[src/rtl/audio_sample_fifo_if.sv]
// audio_sample_fifo_if: picosoc iomem bus bundle between the CPU (master)
// and the audio sample FIFO (slave).
//   iomem_valid  master -> slave  bus request
//   iomem_ready  slave  -> master one-cycle acknowledge
//   iomem_wstrb  master -> slave  byte strobes, nonzero = write
//   iomem_addr   master -> slave  byte address
//   iomem_wdata  master -> slave  write data
//   iomem_rdata  slave  -> master registered read data
interface audio_sample_fifo_if;
  logic        iomem_valid;
  logic        iomem_ready;
  logic [3:0]  iomem_wstrb;
  logic [31:0] iomem_addr;
  logic [31:0] iomem_wdata;
  logic [31:0] iomem_rdata;

  modport master (
    output iomem_valid, iomem_wstrb, iomem_addr, iomem_wdata,
    input  iomem_ready, iomem_rdata
  );

  modport slave (
    input  iomem_valid, iomem_wstrb, iomem_addr, iomem_wdata,
    output iomem_ready, iomem_rdata
  );
endinterface

[src/rtl/audio_sample_fifo.sv]
// audio_sample_fifo: CPU-to-DAC stereo sample buffer on the picosoc iomem bus.
// Firmware pushes stereo words; one pair is popped per DACLRC rising edge and
// presented to i2s_tx.
//   clk           system clock
//   reset         synchronous, active-high
//   bus           iomem slave port (valid/ready/wstrb/addr/wdata/rdata)
//   lrclk         raw DACLRC pin, asynchronous
//   left_chan     left sample to i2s_tx
//   right_chan    right sample to i2s_tx
//   irq_lowwater  registered refill request: enable & level < DEPTH/2
// Registers (addr[3:2]): 0 DATA (W push), 1 STATUS (R, W1C bits 18/19),
//   2 CTRL ([0] enable, [1] flush self-clearing), 3 reserved.
module audio_sample_fifo #(
  parameter int          BITSIZE    = 16,
  parameter int          DEPTH_LOG2 = 6,
  parameter logic [7:0]  BASE_ADDR  = 8'h05
) (
  input  logic               clk,
  input  logic               reset,
  audio_sample_fifo_if.slave bus,
  input  logic               lrclk,
  output logic [BITSIZE-1:0] left_chan,
  output logic [BITSIZE-1:0] right_chan,
  output logic               irq_lowwater
);

  localparam int unsigned           DEPTH    = 2 ** DEPTH_LOG2;
  localparam logic [DEPTH_LOG2:0]   FULL_LVL = {1'b1, {DEPTH_LOG2{1'b0}}};
  localparam logic [DEPTH_LOG2:0]   HALF_LVL = FULL_LVL >> 1;

  logic [2*BITSIZE-1:0]  mem [DEPTH];
  logic [DEPTH_LOG2-1:0] wptr, rptr;
  logic [DEPTH_LOG2:0]   level, level_next;
  logic                  s1, s2, s3;
  logic                  enable, underrun, overflow;

  logic        hit, is_wr;
  logic [1:0]  sel;
  logic        push_req, status_wr, ctrl_wr, flush;
  logic        empty, full, pop_evt, pop_do, push_do;
  logic        underrun_evt, overflow_evt;
  logic [31:0] status_word, read_val;

  always_comb begin
    hit       = bus.iomem_valid & ~bus.iomem_ready & (bus.iomem_addr[31:24] == BASE_ADDR);
    is_wr     = |bus.iomem_wstrb;
    sel       = bus.iomem_addr[3:2];
    push_req  = hit & is_wr & (sel == 2'd0);
    status_wr = hit & is_wr & (sel == 2'd1);
    ctrl_wr   = hit & is_wr & (sel == 2'd2);
    flush     = ctrl_wr & bus.iomem_wdata[1];

    empty   = (level == '0);
    full    = (level == FULL_LVL);
    pop_evt = s2 & ~s3;
    // A pop coinciding with a flush sees the FIFO as already empty.
    pop_do       = pop_evt & enable & ~empty & ~flush;
    underrun_evt = pop_evt & enable & (empty | flush);
    // A pop in the same cycle frees the slot a full push needs.
    push_do      = push_req & (~full | pop_do);
    overflow_evt = push_req & full & ~pop_do;

    level_next = level;
    if (flush)
      level_next = '0;
    else if (push_do & ~pop_do)
      level_next = level + (DEPTH_LOG2+1)'(1);
    else if (pop_do & ~push_do)
      level_next = level - (DEPTH_LOG2+1)'(1);

    status_word                 = '0;
    status_word[DEPTH_LOG2:0]   = level;
    status_word[16]             = empty;
    status_word[17]             = full;
    status_word[18]             = underrun;
    status_word[19]             = overflow;

    case (sel)
      2'd1:    read_val = status_word;
      2'd2:    read_val = {31'b0, enable};
      default: read_val = '0;
    endcase
  end

  // Sample storage carries no reset; validity is tracked by the pointers.
  always_ff @(posedge clk) begin
    if (push_do)
      mem[wptr] <= {bus.iomem_wdata[16 +: BITSIZE], bus.iomem_wdata[0 +: BITSIZE]};
  end

  always_ff @(posedge clk) begin
    if (reset) begin
      s1              <= 1'b0;
      s2              <= 1'b0;
      s3              <= 1'b0;
      bus.iomem_ready <= 1'b0;
      bus.iomem_rdata <= '0;
      wptr            <= '0;
      rptr            <= '0;
      level           <= '0;
      enable          <= 1'b0;
      underrun        <= 1'b0;
      overflow        <= 1'b0;
      left_chan       <= '0;
      right_chan      <= '0;
      irq_lowwater    <= 1'b0;
    end else begin
      s1 <= lrclk;
      s2 <= s1;
      s3 <= s2;

      bus.iomem_ready <= hit;
      if (hit)
        bus.iomem_rdata <= read_val;

      if (flush)
        wptr <= '0;
      else if (push_do)
        wptr <= wptr + DEPTH_LOG2'(1);

      if (flush)
        rptr <= '0;
      else if (pop_do)
        rptr <= rptr + DEPTH_LOG2'(1);

      level <= level_next;

      if (ctrl_wr)
        enable <= bus.iomem_wdata[0];

      // A new event wins over a simultaneous W1C so it is never lost.
      if (underrun_evt)
        underrun <= 1'b1;
      else if (status_wr & bus.iomem_wdata[18])
        underrun <= 1'b0;

      if (overflow_evt)
        overflow <= 1'b1;
      else if (status_wr & bus.iomem_wdata[19])
        overflow <= 1'b0;

      if (!enable) begin
        left_chan  <= '0;
        right_chan <= '0;
      end else if (pop_evt) begin
        if (pop_do) begin
          left_chan  <= mem[rptr][2*BITSIZE-1:BITSIZE];
          right_chan <= mem[rptr][BITSIZE-1:0];
        end else begin
          left_chan  <= '0;
          right_chan <= '0;
        end
      end

      irq_lowwater <= enable & (level < HALF_LVL);
    end
  end

endmodule

[src/flat_wrapper.sv]
// flat-port wrapper written by rule: the top's interface ports become plain ports
module audio_sample_fifo_flat 
#(
  parameter int          BITSIZE    = 16,
  parameter int          DEPTH_LOG2 = 6,
  parameter logic [7:0]  BASE_ADDR  = 8'h05
)
  (clk, reset, lrclk, left_chan, right_chan, irq_lowwater, bus_iomem_valid, bus_iomem_wstrb, bus_iomem_addr, bus_iomem_wdata, bus_iomem_ready, bus_iomem_rdata);
  audio_sample_fifo_if bus_i ();
  input  logic clk;
  input  logic reset;
  input  logic lrclk;
  output logic [BITSIZE-1:0] left_chan;
  output logic [BITSIZE-1:0] right_chan;
  output logic irq_lowwater;
  input wire logic [$bits(bus_i.iomem_valid)-1:0] bus_iomem_valid;
  input wire logic [$bits(bus_i.iomem_wstrb)-1:0] bus_iomem_wstrb;
  input wire logic [$bits(bus_i.iomem_addr)-1:0] bus_iomem_addr;
  input wire logic [$bits(bus_i.iomem_wdata)-1:0] bus_iomem_wdata;
  output wire logic [$bits(bus_i.iomem_ready)-1:0] bus_iomem_ready;
  output wire logic [$bits(bus_i.iomem_rdata)-1:0] bus_iomem_rdata;
  assign bus_i.iomem_valid = bus_iomem_valid;
  assign bus_i.iomem_wstrb = bus_iomem_wstrb;
  assign bus_i.iomem_addr = bus_iomem_addr;
  assign bus_i.iomem_wdata = bus_iomem_wdata;
  assign bus_iomem_ready = bus_i.iomem_ready;
  assign bus_iomem_rdata = bus_i.iomem_rdata;
  audio_sample_fifo #(.BITSIZE(BITSIZE), .DEPTH_LOG2(DEPTH_LOG2), .BASE_ADDR(BASE_ADDR)) u_core (.clk(clk), .reset(reset), .bus(bus_i), .lrclk(lrclk), .left_chan(left_chan), .right_chan(right_chan), .irq_lowwater(irq_lowwater));
endmodule
[config.mk]
export PLATFORM = sky130hd
export DESIGN_NAME = audio_sample_fifo_flat
export DESIGN_NICKNAME = d
export VERILOG_FILES = /design/src/rtl/audio_sample_fifo_if.sv /design/src/rtl/audio_sample_fifo.sv /design/src/flat_wrapper.sv
export SDC_FILE = /design/constraint.sdc
export NUM_CORES = 2
export LEC_CHECK = 0
export CAP_MARGIN = 10
export CORE_ASPECT_RATIO = 1.75
export CORE_MARGIN = 8
export CORE_UTILIZATION = 45
export CTS_BUF_LIST = sky130_fd_sc_hd__clkbuf_2 sky130_fd_sc_hd__clkbuf_4 sky130_fd_sc_hd__clkbuf_8
export DETAILED_ROUTE_END_ITERATION = 7
export GPL_TIMING_DRIVEN = 0
export PLACE_DENSITY = 0.68
export SLEW_MARGIN = 20
export SYNTH_ARGS = -nofsm -noshare
export SYNTH_HDL_FRONTEND = slang
export SYNTH_SLANG_ARGS = --single-unit
export TNS_END_PERCENT = 1
[constraint.sdc]
create_clock -name clk -period 5.52 [get_ports clk]
set_input_delay 1.104 -clock clk [delete_from_list [all_inputs] [get_ports clk]]
set_output_delay 1.104 -clock clk [all_outputs]
set_load 0.02 [all_outputs]
==> results.md <==
- The flow ran to the end, but the final reports show violations.
- The final reports fail on setup timing.
- The total number of placement rows is 206.
- The number of slew-limit violations in the final report is 0.
- The number of endpoints with negative hold slack in the final report is 0.
- The number of antenna violations at the first check in global routing is 12.
- The CTS tree is built.
- The count of cells along the worst register-to-register path is 18.
- The source-to-sink clock delay at the later pin of the worst-skew pair is 0.93 ns.
- The commonest cells after synthesis are sky130_fd_sc_hd__edfxtp_1, sky130_fd_sc_hd__mux4_2, sky130_fd_sc_hd__nor2_1.
- Summed over all nets, the half-perimeter wirelength after detailed placement is 188000 microns.
- For this run, asynchronously set or reset flops after synthesis account for 0%.
- The critical path starts at bus_iomem_wstrb[1].
- The final route contains 43.9k vias.
- The endpoint kind of the worst setup timing path is a flop.
- In this run the cell area of the synthesized design comes to 81200 sq um.
- The most instantiated library cell after synthesis is sky130_fd_sc_hd__edfxtp_1.
- The overall power is 0.0302 W.
- For this run, the leading register cell type out of synthesis is sky130_fd_sc_hd__edfxtp_1.
- The floorplan step defined a die boundary enclosing 195000 sq um.
- The arrival time at the worst endpoint is 6.12 ns.
- The initial utilization of the core area, before any placement, comes to 45.2%.
- In this run the tightest slew margin relative to its limit is 14.0%.
- The endpoint of the lowest-slack register-to-register path is u_core.level[6].
- The tree is rooted in a sky130_fd_sc_hd__clkbuf_8.
- The total global-route track usage is 27.1%.
- The number of global-route vias before repair is 43.8k.
- The upper clock frequency limit is 0.180 GHz.
- Summing the sequential cell areas from Yosys gives 77.6% of the chip area.
- Data on the critical path is required at its endpoint by 6.08 ns.
- The top-level port count is 138.
- Synthesis handed over a netlist of 3584 instances.
- In the final routed layout, each cell accounts on average for 39.7 microns.
- The clock sink count is 2124.
- Entering global routing, the biggest net connects 65 pins.
- Setup slack on the worst reg-to-reg path comes out at 0.62 ns.
- The average cell area after synthesis is 22.7 sq um.
- For the pin with the worst max-slew slack, the measured transition is 1.29 ns.
- The utilization of the core after routing is 53.2%.
- Buffers inserted during clock tree synthesis total 290.
- The synthesized design contains 2124 register bits.
- The type of the most critical hold path is flop to flop.
- The total core area is 180000 sq um.
- The reg-to-reg startpoint is u_core.level[1].
- After synthesis, the cell types taking the most area are sky130_fd_sc_hd__edfxtp_1, sky130_fd_sc_hd__mux4_2, sky130_fd_sc_hd__dfxtp_1.
- Counting the fill cells in the layout gives 13.3k.
- Yosys printed 0 warnings.
- On the final layout, the worst clock skew is 0.0725 ns.
- The critical path ends at u_core.mem[35][4].
- The power per cell area is 316 nW/um^2.
- The reported max-cap violation count is 0.
- The final instance area is 95500 sq um.
- The detailed-router iteration count before antenna repair is 8.
- The library cell with the largest summed area after synthesis is sky130_fd_sc_hd__edfxtp_1.
- The area share of the largest cell type after synthesis is 75.7%.
- The number of setup violations in the final report is 15.
- The count of nets left with antenna violations once routing finished came out at 0.
- In the final layout, flip-flops and latches occupy 63000 sq um.
- The category of the worst setup path launch point is an input port.
- The number of buffers inserted for hold repair after clock tree synthesis is 0.
- The number of port buffers is 94.
- The routed design could run at a clock period as short as 5.56 ns.
- The overall routed net length is 269000 microns.
- Summed over all failing endpoints, the final setup total negative slack is -0.384 ns.
- The via density per instance is 6.47.
- The maximum buffer depth of the clock tree is 4.
- The floorplan step set the die width to 337 microns.
- The peak supply drop is 0.198 mV.
- CTS built an H-tree with a depth of 5.
- Routability-driven placement finished with a final weighted congestion of 0.901.
- Summing all multi-input logic gate instances after layout gives 17700 sq um.
- The floorplan step set the die height to 578 microns.
- After clock tree synthesis, the clock-pin slew on the worst setup and hold paths is 0.06 ns.
- The synthesized design contains 2048 enable-type register cells.
- Summed over all layers, the global routing overflow is 0.
- The final worst-path setup slack is -0.0384 ns.
- By startpoint and endpoint, the worst setup path is classified as input port to flop.
- The post-layout net count is 4249.
- Of all nets on the critical path, the largest fanout is 14.
- The final critical path takes up 101% of the cycle.
- The number of different library cells used by synthesis comes to 63.
- After detailed placement, the total cell area comes to 89700 sq um.
- The first global-routing pass estimated 359000 microns of wire.
- After detailed routing, the number of remaining DRC violations is 0.
- The number of DRC markers after the initial detailed-route iteration is 7060.
- The area added between synthesis and finish is 17.6%.
- In this run the static leakage power is 29.2 nW.
- The share of layout cells above drive strength 1 is 33.3%.
## placed cells by master, fill, tap and decap left out, types with 63 or more instances in the layout
master and n:
sky130_fd_sc_hd__buf_12 90, sky130_fd_sc_hd__buf_16 83, sky130_fd_sc_hd__buf_2 108, sky130_fd_sc_hd__clkbuf_4 86, sky130_fd_sc_hd__clkbuf_8 309, sky130_fd_sc_hd__clkinv_1 63, sky130_fd_sc_hd__dfxtp_1 76, sky130_fd_sc_hd__edfxtp_1 2048
sky130_fd_sc_hd__mux2i_1 86, sky130_fd_sc_hd__mux4_2 569, sky130_fd_sc_hd__nand2_1 83, sky130_fd_sc_hd__nor2_4 64
## state kept, by name, indices dropped and copies added, names as in the netlist, named ones only
register,count
u_core.s1,1
u_core.wptr,6
u_core.s3,1
u_core.left_chan,16
u_core.underrun,1
u_core.mem,2048
u_core.level,7
u_core.s2,1
u_core.irq_lowwater,1
u_core.bus.iomem_ready,1
u_core.enable,1
u_core.right_chan,16
u_core.rptr,6
u_core.bus.iomem_rdata,11
u_core.overflow,1
## layout make-up
class | count | share of cell area [%]
clock buffers | 394 | 5.12
diodes | 10 | 0.0262
inverters | 21 | 0.0825
multi-input cells | 1245 | 18.5
repair buffers | 269 | 5.13
well taps | 2392 | 3.13
flip-flops and latches | 2124 | 66.0
plain buffers | 214 | 1.12
clock inverters | 120 | 0.901
## worst max-delay path: stages
cell and delay (ns):
sky130_fd_sc_hd__clkdlybuf4s50_1 0.39, sky130_fd_sc_hd__or4_1 0.51, sky130_fd_sc_hd__and4_1 0.23, sky130_fd_sc_hd__buf_6 0.13
sky130_fd_sc_hd__a31o_4 0.27, sky130_fd_sc_hd__nor2_8 0.22, sky130_fd_sc_hd__inv_2 0.22, sky130_fd_sc_hd__a21o_1 0.33
sky130_fd_sc_hd__inv_1 0.14, sky130_fd_sc_hd__clkbuf_4 0.25, sky130_fd_sc_hd__nand4b_1 0.85, sky130_fd_sc_hd__nor2_4 0.94
sky130_fd_sc_hd__buf_16 0.25, sky130_fd_sc_hd__buf_12 0.21
## where the power goes
group / leakage [nW] / total (W) / internal, W / switching (W)
Clock: 3.02 / 0.0122 / 0.00626 / 0.00597
Sequential: 19.0 / 0.0176 / 0.0176 / 0.000000455
Combinational: 7.18 / 0.000358 / 0.0000746 / 0.000283
Total: 29.2 / 0.0302 / 0.0240 / 0.00626
## worst min-delay path by stage
stage                               from  slack [ns]                         to  cells past startpoint
4_1_cts        u_core.bus.iomem_rdata[2]        0.46  u_core.bus.iomem_rdata[2]                      2
6_report       u_core.bus.iomem_rdata[6]        0.46  u_core.bus.iomem_rdata[6]                      2
3_3_place_gp   u_core.bus.iomem_rdata[3]        0.45  u_core.bus.iomem_rdata[3]                      2
3_5_place_dp   u_core.bus.iomem_rdata[2]        0.45  u_core.bus.iomem_rdata[2]                      2
5_1_grt        u_core.bus.iomem_rdata[5]        0.46  u_core.bus.iomem_rdata[5]                      2
2_1_floorplan                  u_core.s1        0.41                  u_core.s2                      1
## metal layers
metal / vias to the layer above / wire (microns) / GRT usage [%]
li1: 16400 / - / -
met1: 22800 / 81700 / 29.8
met2: 3712 / 130000 / 44.7
met3: 1065 / 28500 / 5.99
met4: 6 / 28800 / 22.9
met5: - / 39 / 0
## cell families after synthesis
logic type                 count (synthesis)  synth area share, %
buffers and inverters                    235                 1.35
other                                      1              0.00462
adders and majority gates                 12                0.194
xor gates and xnor gates                  12                0.129
muxes                                    671                 17.1
AOI/OAI and AO/OA                        218                 1.83
and+or+nand+nor                          311                 1.87
DFF                                     2124                 77.6
## through the flow
| step | instances | hold slack (ns) | worst slack, ns |
|---|---|---|---|
| after floorplan | 3604 | 0.414 | 0.502 |
| after global placement | 6090 | 0.447 | -4.38 |
| after detailed placement | 6263 | 0.447 | -0.819 |
| after CTS | 6777 | 0.456 | 0.135 |
| after global routing | 6782 | 0.464 | -0.0117 |
| final | 6789 | 0.455 | -0.0384 |
## timing repair
action,CTS,global route
resized for setup,0,1
setup buffers,0,1
endpoints found under the setup margin,0,31
Note: power is estimated with default switching activity, not from simulation.
